## src/rtl/sched_loader.sv

```systemverilog
// Schedule loader: streams a host schedule into the schedule controller,
// then arms, starts and stops it while marking iteration boundaries.
module sched_loader #(
  parameter int CTRL_WIDTH  = 24,
  parameter int ITER_PERIOD = 48
) (
  input  logic                  clk,
  input  logic                  rst,
  input  logic                  cfg_go,
  input  logic                  host_valid,
  output logic                  host_ready,
  input  logic [CTRL_WIDTH-1:0] host_word,
  input  logic                  host_last,
  input  logic                  run_req,
  input  logic                  halt_req,
  output logic                  load_ctrl,
  output logic [CTRL_WIDTH-1:0] ctrl_in,
  output logic                  start_ctrl,
  output logic                  stop_ctrl,
  output logic                  armed,
  output logic                  running,
  output logic                  iter_tick,
  output logic                  err
);

  localparam int CNT_W = $clog2(ITER_PERIOD + 1);
  localparam int CYC_W = (ITER_PERIOD > 1) ? $clog2(ITER_PERIOD) : 1;
  localparam logic [CNT_W-1:0] LAST_WORD = CNT_W'(ITER_PERIOD - 1);
  localparam logic [CYC_W-1:0] LAST_CYC  = CYC_W'(ITER_PERIOD - 1);

  typedef enum logic [1:0] {IDLE, LOAD, ARM, RUN} state_t;

  state_t                state_reg, state_next;
  logic [CNT_W-1:0]      word_cnt_reg, word_cnt_next;
  logic [CYC_W-1:0]      cyc_cnt_reg, cyc_cnt_next;
  logic [CTRL_WIDTH-1:0] ctrl_in_reg, ctrl_in_next;
  logic                  load_ctrl_reg, load_ctrl_next;
  logic                  start_ctrl_reg, start_ctrl_next;
  logic                  stop_ctrl_reg, stop_ctrl_next;
  logic                  host_ready_reg, host_ready_next;
  logic                  armed_reg, armed_next;
  logic                  running_reg, running_next;
  logic                  iter_tick_reg, iter_tick_next;
  logic                  err_reg, err_next;
  logic                  accept;

  assign accept = host_valid && host_ready_reg;

  always_ff @(posedge clk or negedge rst) begin
    if (!rst) begin
      state_reg      <= IDLE;
      word_cnt_reg   <= '0;
      cyc_cnt_reg    <= '0;
      ctrl_in_reg    <= '0;
      load_ctrl_reg  <= 1'b0;
      start_ctrl_reg <= 1'b0;
      stop_ctrl_reg  <= 1'b0;
      host_ready_reg <= 1'b0;
      armed_reg      <= 1'b0;
      running_reg    <= 1'b0;
      iter_tick_reg  <= 1'b0;
      err_reg        <= 1'b0;
    end else begin
      state_reg      <= state_next;
      word_cnt_reg   <= word_cnt_next;
      cyc_cnt_reg    <= cyc_cnt_next;
      ctrl_in_reg    <= ctrl_in_next;
      load_ctrl_reg  <= load_ctrl_next;
      start_ctrl_reg <= start_ctrl_next;
      stop_ctrl_reg  <= stop_ctrl_next;
      host_ready_reg <= host_ready_next;
      armed_reg      <= armed_next;
      running_reg    <= running_next;
      iter_tick_reg  <= iter_tick_next;
      err_reg        <= err_next;
    end
  end

  always_comb begin
    state_next      = state_reg;
    word_cnt_next   = word_cnt_reg;
    cyc_cnt_next    = cyc_cnt_reg;
    ctrl_in_next    = ctrl_in_reg;
    load_ctrl_next  = 1'b0;
    start_ctrl_next = 1'b0;
    stop_ctrl_next  = 1'b0;
    iter_tick_next  = 1'b0;
    err_next        = err_reg;

    unique case (state_reg)
      IDLE: begin
        if (cfg_go) begin
          state_next    = LOAD;
          word_cnt_next = '0;
          err_next      = 1'b0;
        end
      end
      LOAD: begin
        // halt wins over a word offered in the same cycle; that word is dropped
        if (halt_req) begin
          state_next = IDLE;
        end else if (accept) begin
          load_ctrl_next = 1'b1;
          ctrl_in_next   = host_word;
          word_cnt_next  = word_cnt_reg + CNT_W'(1);
          if ((word_cnt_reg == LAST_WORD) && host_last) begin
            state_next = ARM;
          end else if ((word_cnt_reg == LAST_WORD) || host_last) begin
            state_next = IDLE;
            err_next   = 1'b1;
          end
        end
      end
      ARM: begin
        if (halt_req) begin
          state_next = IDLE;
        end else if (run_req) begin
          state_next      = RUN;
          start_ctrl_next = 1'b1;
          cyc_cnt_next    = '0;
        end else if (cfg_go) begin
          state_next    = LOAD;
          word_cnt_next = '0;
        end
      end
      RUN: begin
        if (halt_req) begin
          state_next     = IDLE;
          stop_ctrl_next = 1'b1;
          cyc_cnt_next   = '0;
        end else if (cyc_cnt_reg == LAST_CYC) begin
          cyc_cnt_next   = '0;
          iter_tick_next = 1'b1;
        end else begin
          cyc_cnt_next = cyc_cnt_reg + CYC_W'(1);
        end
      end
      default: state_next = IDLE;
    endcase

    // status flags reflect the state the FSM is about to occupy
    host_ready_next = (state_next == LOAD);
    armed_next      = (state_next == ARM);
    running_next    = (state_next == RUN);
  end

  assign host_ready = host_ready_reg;
  assign load_ctrl  = load_ctrl_reg;
  assign ctrl_in    = ctrl_in_reg;
  assign start_ctrl = start_ctrl_reg;
  assign stop_ctrl  = stop_ctrl_reg;
  assign armed      = armed_reg;
  assign running    = running_reg;
  assign iter_tick  = iter_tick_reg;
  assign err        = err_reg;

endmodule

```

## config.mk

```make
export PLATFORM = sky130hd
export DESIGN_NAME = sched_loader
export DESIGN_NICKNAME = d
export VERILOG_FILES = /design/src/rtl/sched_loader.sv
export SDC_FILE = /design/constraint.sdc
export NUM_CORES = 1
export LEC_CHECK = 0
export CAP_MARGIN = 20
export CORE_MARGIN = 2
export CORE_UTILIZATION = 50
export DETAILED_ROUTE_END_ITERATION = 12
export PLACE_DENSITY = 0.85
export SETUP_SLACK_MARGIN = 0.2
export SKIP_CTS_REPAIR_TIMING = 1
export SLEW_MARGIN = 20
export SYNTH_ARGS = -nofsm -noshare
export SYNTH_HDL_FRONTEND = slang
export SYNTH_SLANG_ARGS = --single-unit
export TNS_END_PERCENT = 10
```

## constraint.sdc

```tcl
create_clock -name clk -period 3.94 [get_ports clk]
set_input_delay 0.788 -clock clk [delete_from_list [all_inputs] [get_ports clk]]
set_output_delay 0.788 -clock clk [all_outputs]
set_load 0.05 [all_outputs]
```

# --- After elaboration in Yosys (flattened, before gate mapping) ---
# Cells that the tools add are included.
# W data, S select, Z words.
totals:
  regBits: 46
classes:
  n_bitwise: 1
  muxes: 37
  n_addsub: 2
  n_eq_ne: 16
  reduce_logical: 11
op_table:
  columns: ["operator", "count"]
  rows:
  - ["$mux W6", 9]
  - ["$pmux W6 S3", 1]
  - ["$mux W1", 16]
  - ["$mux W2", 8]
  - ["$ne A2 B2 Y1 const B", 8]
  - ["$add A6 B1 Y6 const B", 2]
  - ["$eq A6 B6 Y1 const B", 2]
  - ["$pmux W6 S2", 1]
  - ["$eq A2 B2 Y1 const B", 4]
  - ["$pmux W2 S4", 1]
  - ["$reduce_and A3 Y1", 2]
  - ["$reduce_and A6 Y1", 1]
  - ["$reduce_and A5 Y1", 1]
  - ["$eq A2 B1 Y1 const B", 2]
  - ["$reduce_bool A2 Y1", 2]
  - ["$reduce_bool A3 Y1", 1]
  - ["$logic_and A1 B1 Y1", 2]
  - ["$logic_not A2 Y1", 1]
  - ["$pmux W1 S2", 1]
  - ["$logic_or A1 B1 Y1", 1]
  - ["$not A1 Y1", 1]

# --- Depth between registers and ports, before layout ---
# Gate-level depths: netlist (run 1).
depth:
  word_depth: 8
  mapped_depth: 7
  ltp_nobuf: 5

# --- Worst setup path after synthesis (run 1) ---
# OpenSTA, ideal clock, no wires.
synth_path:
  kind: "input -> register"
  start: "input halt_req"
  end: "register ctrl_in_reg[10] (netlist: ctrl_in[10])"
  cell_stages: 4
  path_slack_ns: 2.180
  setup_ns: 0.128
  path_buffers: 1
  arrival_ns: 1.633
  path_cell_list: "nand3b_1 -> nor2_2 -> buf_2 -> mux2_1"
synth_between:
  elab_chain_len: 2
synth_rtl:
  columns: ["item", "line_no", "text"]
  rows:
  - ["start: declaration", "15", "input logic halt_req,"]
  - ["$not A1 Y1 (no line)", null, null]
  - ["$reduce_and A3 Y1 (no line)", null, null]
  - ["end signal: assignment", "67", "ctrl_in_reg <= ctrl_in_next;"]
  - ["end: declaration", "36", "logic [CTRL_WIDTH-1:0] ctrl_in_reg, ctrl_in_next;"]
# Every way passes these cells.
# A chain may end at the register's enable or synchronous reset.

# --- Final worst setup path (run 1) ---
layout_path:
  start: "register host_ready_reg (netlist: host_ready)"
  end: "output host_ready"
layout_lines:
  columns: ["item", "line_no", "text"]
  rows:
  - ["start: declaration", "40", "logic host_ready_reg, host_ready_next;"]
  - ["start signal: assignment", "71", "host_ready_reg <= host_ready_next;"]
  - ["end: declaration", "11", "output logic host_ready,"]
# No word-level cell between the ends.

==> results.md, run 1 <==
* RSZ-0062 raised after global routing: false
* Register share of total power at 35.0%
* CP bufs+invs at 1
* Via/cell ratio at roughly 5.4
* Main synth FF type: dfrtp_1
* First-pass GRT wire length at roughly 6.4 mm
* Compound-cell area share of the yosys netlist at between 10% and 20%
* Worst EP required at 3.15 ns
* Post-DP Area at 0.00266 mm^2
* Largest stage delay on the critical path at ~0.82 ns
* Clock power frac at 17.5%
* CTS tree: built
* Post-Synth Adder-Cell Area at about 1.2%
* Clk buf depth at 2
* Setup TNS at 0 ns
* Gate Count Post-Synth at 163
* Mean area per synthesized cell at roughly 12 um^2
* Final Hold Viols at 0
* Post-detail-place hpwl at about 3 mm
* Worst skew pair latency at 0.30 ns
* Seq cells post-synth at 46
* Minimum clock period at roughly 2.3 ns
* Layout net count at 260
* Die ar. at 0.00457 mm^2
* Status: completed
* Vert. Die Dim at 67.6 um
* Yosys warning count at 0
* Post-route design area at 0.00277 mm^2
* Io pins at 63
* Synthesized area at 0.00202 mm^2
* Switching Fraction at 42.0%
* Final Slew Violations at 0
* Num CTS Buffers at 5
* Detailed Route WL at 4.03 mm
* Crit path arrival time at 1.53 ns
* Number of global-route vias before repair at 1400
* Final Cycle Share at 58.8%
* CTS Root Cell: clkbuf_8
* Number of diodes at 0
* Worst setup EP type: primary output
* Sink Count at 46
* Count of final setup violators at 0
* Mux contribution to synthesized area at between 10% and 20%
* Share of layout cells above drive strength 1 at 6.58%
* Antenna Nets Post-Route at 0
* Post-route DRC at 0
* Fraction of the mapped netlist area in simple logic gates at 13.2%
* Worst hold path class: input port to asynchronous set/reset pin
* Tightest Pin Transition at 0.551 ns
* Worst vdd ir at around 0.23 mV
* GR Util All Layers at 19.0%
* Max-Cap Viols at 0
* Core area at 0.00394 mm^2
* Relative slew slack at about 63%
* Initial antenna violation count at 0
* PwrDens at between 600 and 700 mW/mm^2
* Number of flops mapped to enable cells by yosys at 0
* CP Cell Sequence: clkdlybuf4s50_1
* Pint at roughly 1100 uW
* Sequential share of the synthesized area at 56.9%
* Starting density of the core at between 50% and 60%
* Number of flip-flops in the largest register at 24
* Share of total power in combinational logic at 47.5%
* Net Switching at around 800 uW
* Layout fillers at slightly below 300
* Chip Width at 67.6 um
* Largest net degree at the start of global routing at 47
* CP max stage cell: clkdlybuf4s50_1
* Layout Utilization at 70.3%
* DR vias at 1498
* H-tree Lvls at 2
* Yosys cell types at 39
* Wire per inst at 14.5 um
* Startpoint Class: register
* Skew final at 0.00868 ns
* Crit Path Max Fanout at 5
* Async S/R FF share, synth at 100%
* CP Class: register to primary output
* DRT Pass-1 Iters at 4
* LEAKAGE at 0.00121 uW
* Fmax at about 430 MHz
* Synth Net Count at 196
* 1st-iter DRT viols at 71
* Area growth, synth to finish at 36.9%
* FP Rows at 23
* Xor/xnor share of the synthesized area at 0%
* Grt ovf at 0
* Routability-driven placement congestion ratio at 0.851
* I/O Buffers at 62
* Clock-pin slew on the worst setup and hold paths at 0.08 ns
* Kind of cell adding the most delay to the critical path: buffers and inverters
* Main combinational cell family by area after synthesis: multiplexers
## layout make-up
class                      instances  area [um^2]  share of cell area (%)
sequential                        46         1150                    41.6
multi-input combinational        107          810                    29.2
timing repair buffer              63          626                    22.6
clock buffer                       7         76.3                    2.76
tap                               50         62.6                    2.26
clock inverter                     1         30.0                    1.08
inverter                           4         15.0                   0.542
## power by group through the flow
stage / clock network, uW / registers [uW] / logic (uW)
2_1_floorplan: 0 / 1130 / 134
3_3_place_gp: 0 / 677 / 904
3_5_place_dp: 0 / 685 / 921
4_1_cts: 346 / 675 / 922
5_1_grt: 370 / 691 / 954
6_report: 337 / 673 / 913
## through the flow
stage	cells	power, uW	setup slack (ns)	hold WS [ns]
5_1_grt	278	2020	1.57	0.510
2_1_floorplan	163	1260	2.18	0.444
3_3_place_gp	270	1580	1.43	0.466
6_report	278	1920	1.62	0.479
4_1_cts	278	1940	1.61	0.489
3_5_place_dp	270	1610	1.39	0.475
## worst reg2reg max path, delay by kind of cell, from the launching register on
| kind | cells | cell delay (ns) |
|---|---|---|
| AO/OA/AOI/OAI | 1 | 0.33 |
| adder cells (fa/ha/maj) | 1 | 0.24 |
| flip-flops | 1 | 0.42 |
| AND/OR/NAND/NOR | 3 | 0.65 |
## layer usage
layer	global-route usage [%]	wire [um]	up-vias
met1	23.0	1670	706
met3	7.83	430	8
met4	6.89	67	0
met2	30.5	1860	69
li1	-	-	715
met5	0	0	-
## placed cells by master (no fill, tap or decap), drive strengths merged, types with 3 or more instances in the layout
| cell type | Yosys | final |
|---|---|---|
| o21ai | 14 | 14 |
| dfrtp | 46 | 46 |
| nand2b | 3 | 3 |
| clkdlybuf4s50 | 0 | 61 |
| nor2b | 4 | 4 |
| nor3 | 3 | 3 |
| nand2 | 11 | 11 |
| inv | 4 | 4 |
| mux2 | 25 | 25 |
| and3 | 5 | 5 |
| clkbuf | 0 | 7 |
| nor2 | 5 | 5 |
| a21oi | 5 | 5 |
| nand3 | 5 | 5 |
## cell families after synthesis
group / Yosys count
and+or+nand+nor: 46
DFF: 46
AOI/OAI and AO/OA: 34
muxes: 25
buffers and inverters: 10
adders and majority gates: 2
## final timing paths
path	cells after the start	slack [ns]	from	endpoint
worst min-delay path	1	0.48	rst	ctrl_in[16]$_DFFE_PN0P_
max in group asynchronous	1	3.09	rst	ctrl_in[6]$_DFFE_PN0P_
worst min register to register	1	0.49	ctrl_in[4]$_DFFE_PN0P_	ctrl_in[4]$_DFFE_PN0P_
worst max-delay path	1	1.62	host_ready$_DFF_PN0_	host_ready
worst max register to register	5	2.20	word_cnt_reg[0]$_DFFE_PN0P_	host_ready$_DFF_PN0_
min in group clk	1	0.49	ctrl_in[4]$_DFFE_PN0P_	ctrl_in[4]$_DFFE_PN0P_
## Yosys cell counts, types with 3 or more instances
cell     count  area, um^2
a21oi_1      5        25.0
inv_1        4        15.0
dfrtp_1     46        1150
nor2b_1      3        18.8
nand2_1     11        41.3
nor2_1       4        15.0
nor3_1       3        15.0
o21ai_1      3        15.0
o21ai_0     10        50.1
nand3_1      5        25.0
mux2_1      24         270
and3_1       5        31.3
No activity file was read; power rests on OpenSTA's default activity.
==> run 2, diff against run 1 <==
Settings changed: CORE_UTILIZATION 50 to 46, PLACE_DENSITY 0.85 to 0.79.
Clock period 3.94 ns to 2.4 ns, I/O delays scaled along.
==> run 2 against run 1 <==
  * Sequential power rose by 62%
  * Non-clock buffer count rose by 1
  * Critical path type unchanged
  * First-iteration DRC count did not move
  * Clock skew fell by 0.0055 ns
  * Highest routed layer unchanged
  * Cell area fell by 0.27%
  * Hold slack got worse by 0.22 ns
  * Power rose by 57%
  * Worst setup slack got worse by 1.3 ns
==> results.md, run 2 (same netlist as run 1, synthesis figures left out) <==
* Chip Width at 70.3 um
* Count of final setup violators at 0
* Area growth, synth to finish at 36.5%
* Multi-input gate area at between 800 and 900 um^2
* Sink Count at 46
* Io pins at 63
* Starting density of the core at 47.1%
* Fmax at roughly 500 MHz
* Largest stage delay on the critical path at 0.84 ns
* R2R depth at 5
* Antenna Nets Post-Route at 0
* Seq. cell area at 0.00115 mm^2
* Vert. Die Dim at 70.3 um
* Max-Cap Viols at 0
* PwrDens at 1090 mW/mm^2
* Worst vdd ir at 0.427 mV
* Worst setup EP type: primary output
* Worst skew pair latency at 0.29 ns
* Worst EP required at 1.92 ns
* Hold WS at 0.255 ns
* Tightest Pin Transition at ~0.55 ns
* CP bufs+invs at 1
* 1st-iter DRT viols at roughly 70
* Relative slew slack at between 60 and 70%
* Number of flip-flops in the largest register at 24
* Layout fillers at around 350
* Initial antenna violation count at 0
* Critical path depth at 1
* DRT Pass-1 Iters at 4
* Number of global-route vias before repair at 1456
* Minimum clock period at 2.05 ns
* Reg-to-reg critical path startpoint: word_cnt_reg[0]$_DFFE_PN0P_
* CTS tree: built
* Startpoint Class: register
* CTS Root Cell: clkbuf_8
* DR vias at 1475
* CP max stage cell: clkdlybuf4s50_1
* I/O Buffers at 62
* LEAKAGE at roughly 0.0012 uW
* Detailed Route WL at 3.81 mm
* CP Class: register to primary output
* Largest net degree at the start of global routing at 47
* Layout net count at 261
* Clock-pin slew on the worst setup and hold paths at 0.08 ns
* First-pass GRT wire length at 6.56 mm
* Post-DP Area at 0.00268 mm^2
* Final Cycle Share at 85.3%
* Die ar. at approximately 0.0049 mm^2
* Post-detail-place hpwl at 2.74 mm
* Status: completed
* Most frequent cells in the layout: clkdlybuf4s50_1 (61), dfrtp_1 (46), mux2_1 (24), nand2_1 (11), o21ai_0 (10)
* Worst hold path class: input port to asynchronous set/reset pin
* Clk buf depth at 2
* Commonest non-fill, non-tap cell in the layout: clkdlybuf4s50_1
* FP Rows at 24
* R2R Setup Slk at 0.67 ns
* Critical path startpoint: host_ready$_DFF_PN0_
* H-tree Lvls at 2
* Crit path arrival time at 1.57 ns
* Routability-driven placement congestion ratio at 0.894
* Crit path to: host_ready
* Share of layout cells above drive strength 1 at under 10%
* Post-route DRC at 0
* Core area at 0.00429 mm^2
* Final Slew Violations at 0
* Number of diodes at 0
* Via/cell ratio at 5.27
* Num CTS Buffers at 5
* RSZ-0062 raised after global routing: false
* Final Hold Viols at 0
* Setup TNS at 0 ns
* Skew final at 0.00322 ns
* Wire per inst at between 10 and 15 um
* GR Util All Layers at 16.7%
* CP Cell Sequence: clkdlybuf4s50_1
* Crit Path Max Fanout at 5
* Kind of cell adding the most delay to the critical path: buffers and inverters
* Grt ovf at 0
* Post-route design area at 0.00276 mm^2
* Reg-to-Reg End: host_ready$_DFF_PN0_
==> run 2: changes by cell type in the layout (fill, tap and decap cells not counted), sizes merged <==
cell,delta
clkinv,+2
clkbuf,-2
bufinv,-1
buf,+1
==> run 2: layer usage <==
metal / global-route usage, % / wire length (um) / vias to the layer above
met4: 7.05 / 70 / 0
met1: 21.2 / 1750 / 690
met5: 0 / 0 / -
li1: - / - / 720
met2: 26.6 / 1730 / 60
met3: 4.91 / 251 / 5
==> run 2: power breakdown <==
part	switching [uW]	internal [uW]	leakage, uW
logic	957	532	0.000579
registers	107	988	0.000586
clock network	245	196	0.0000438
total	1310	1720	0.00121
==> run 2: how the worst min path moves through the flow <==
stage | from | endpoint | slack [ns] | cells after the start
final | rst | cyc_cnt_reg[3]$_DFFE_PN0P_ | 0.25 | 2
after CTS | rst | cyc_cnt_reg[5]$_DFFE_PN0P_ | 0.28 | 2
after global placement | ctrl_in[12]$_DFFE_PN0P_ | ctrl_in[12]$_DFFE_PN0P_ | 0.47 | 1
after global routing | rst | cyc_cnt_reg[5]$_DFFE_PN0P_ | 0.32 | 2
after floorplan | rst | armed$_DFF_PN0_ | 0.18 | 0
after detailed placement | word_cnt_reg[4]$_DFFE_PN0P_ | word_cnt_reg[4]$_DFFE_PN0P_ | 0.47 | 1
==> run 2: through the flow <==
step,std cells,total power (uW),util [%],setup WS (ns)
CTS,280,3060,64.3,0.348
detailed placement,273,2620,62.5,0.261
global placement,273,2590,62.5,0.295
finish,280,3020,64.3,0.353
global route,280,3160,64.3,0.304
floorplan,163,2070,-,0.760
==> run 2: final cells by class <==
cell class                      instances  area share [%]
Clock buffer                            5            2.49
Sequential cell                        46            41.7
Timing Repair Buffer                   64            23.3
Multi-Input combinational cell        107            29.3
Clock inverter                          2           0.362
Tap cell                               52            2.36
Inverter                                4           0.543
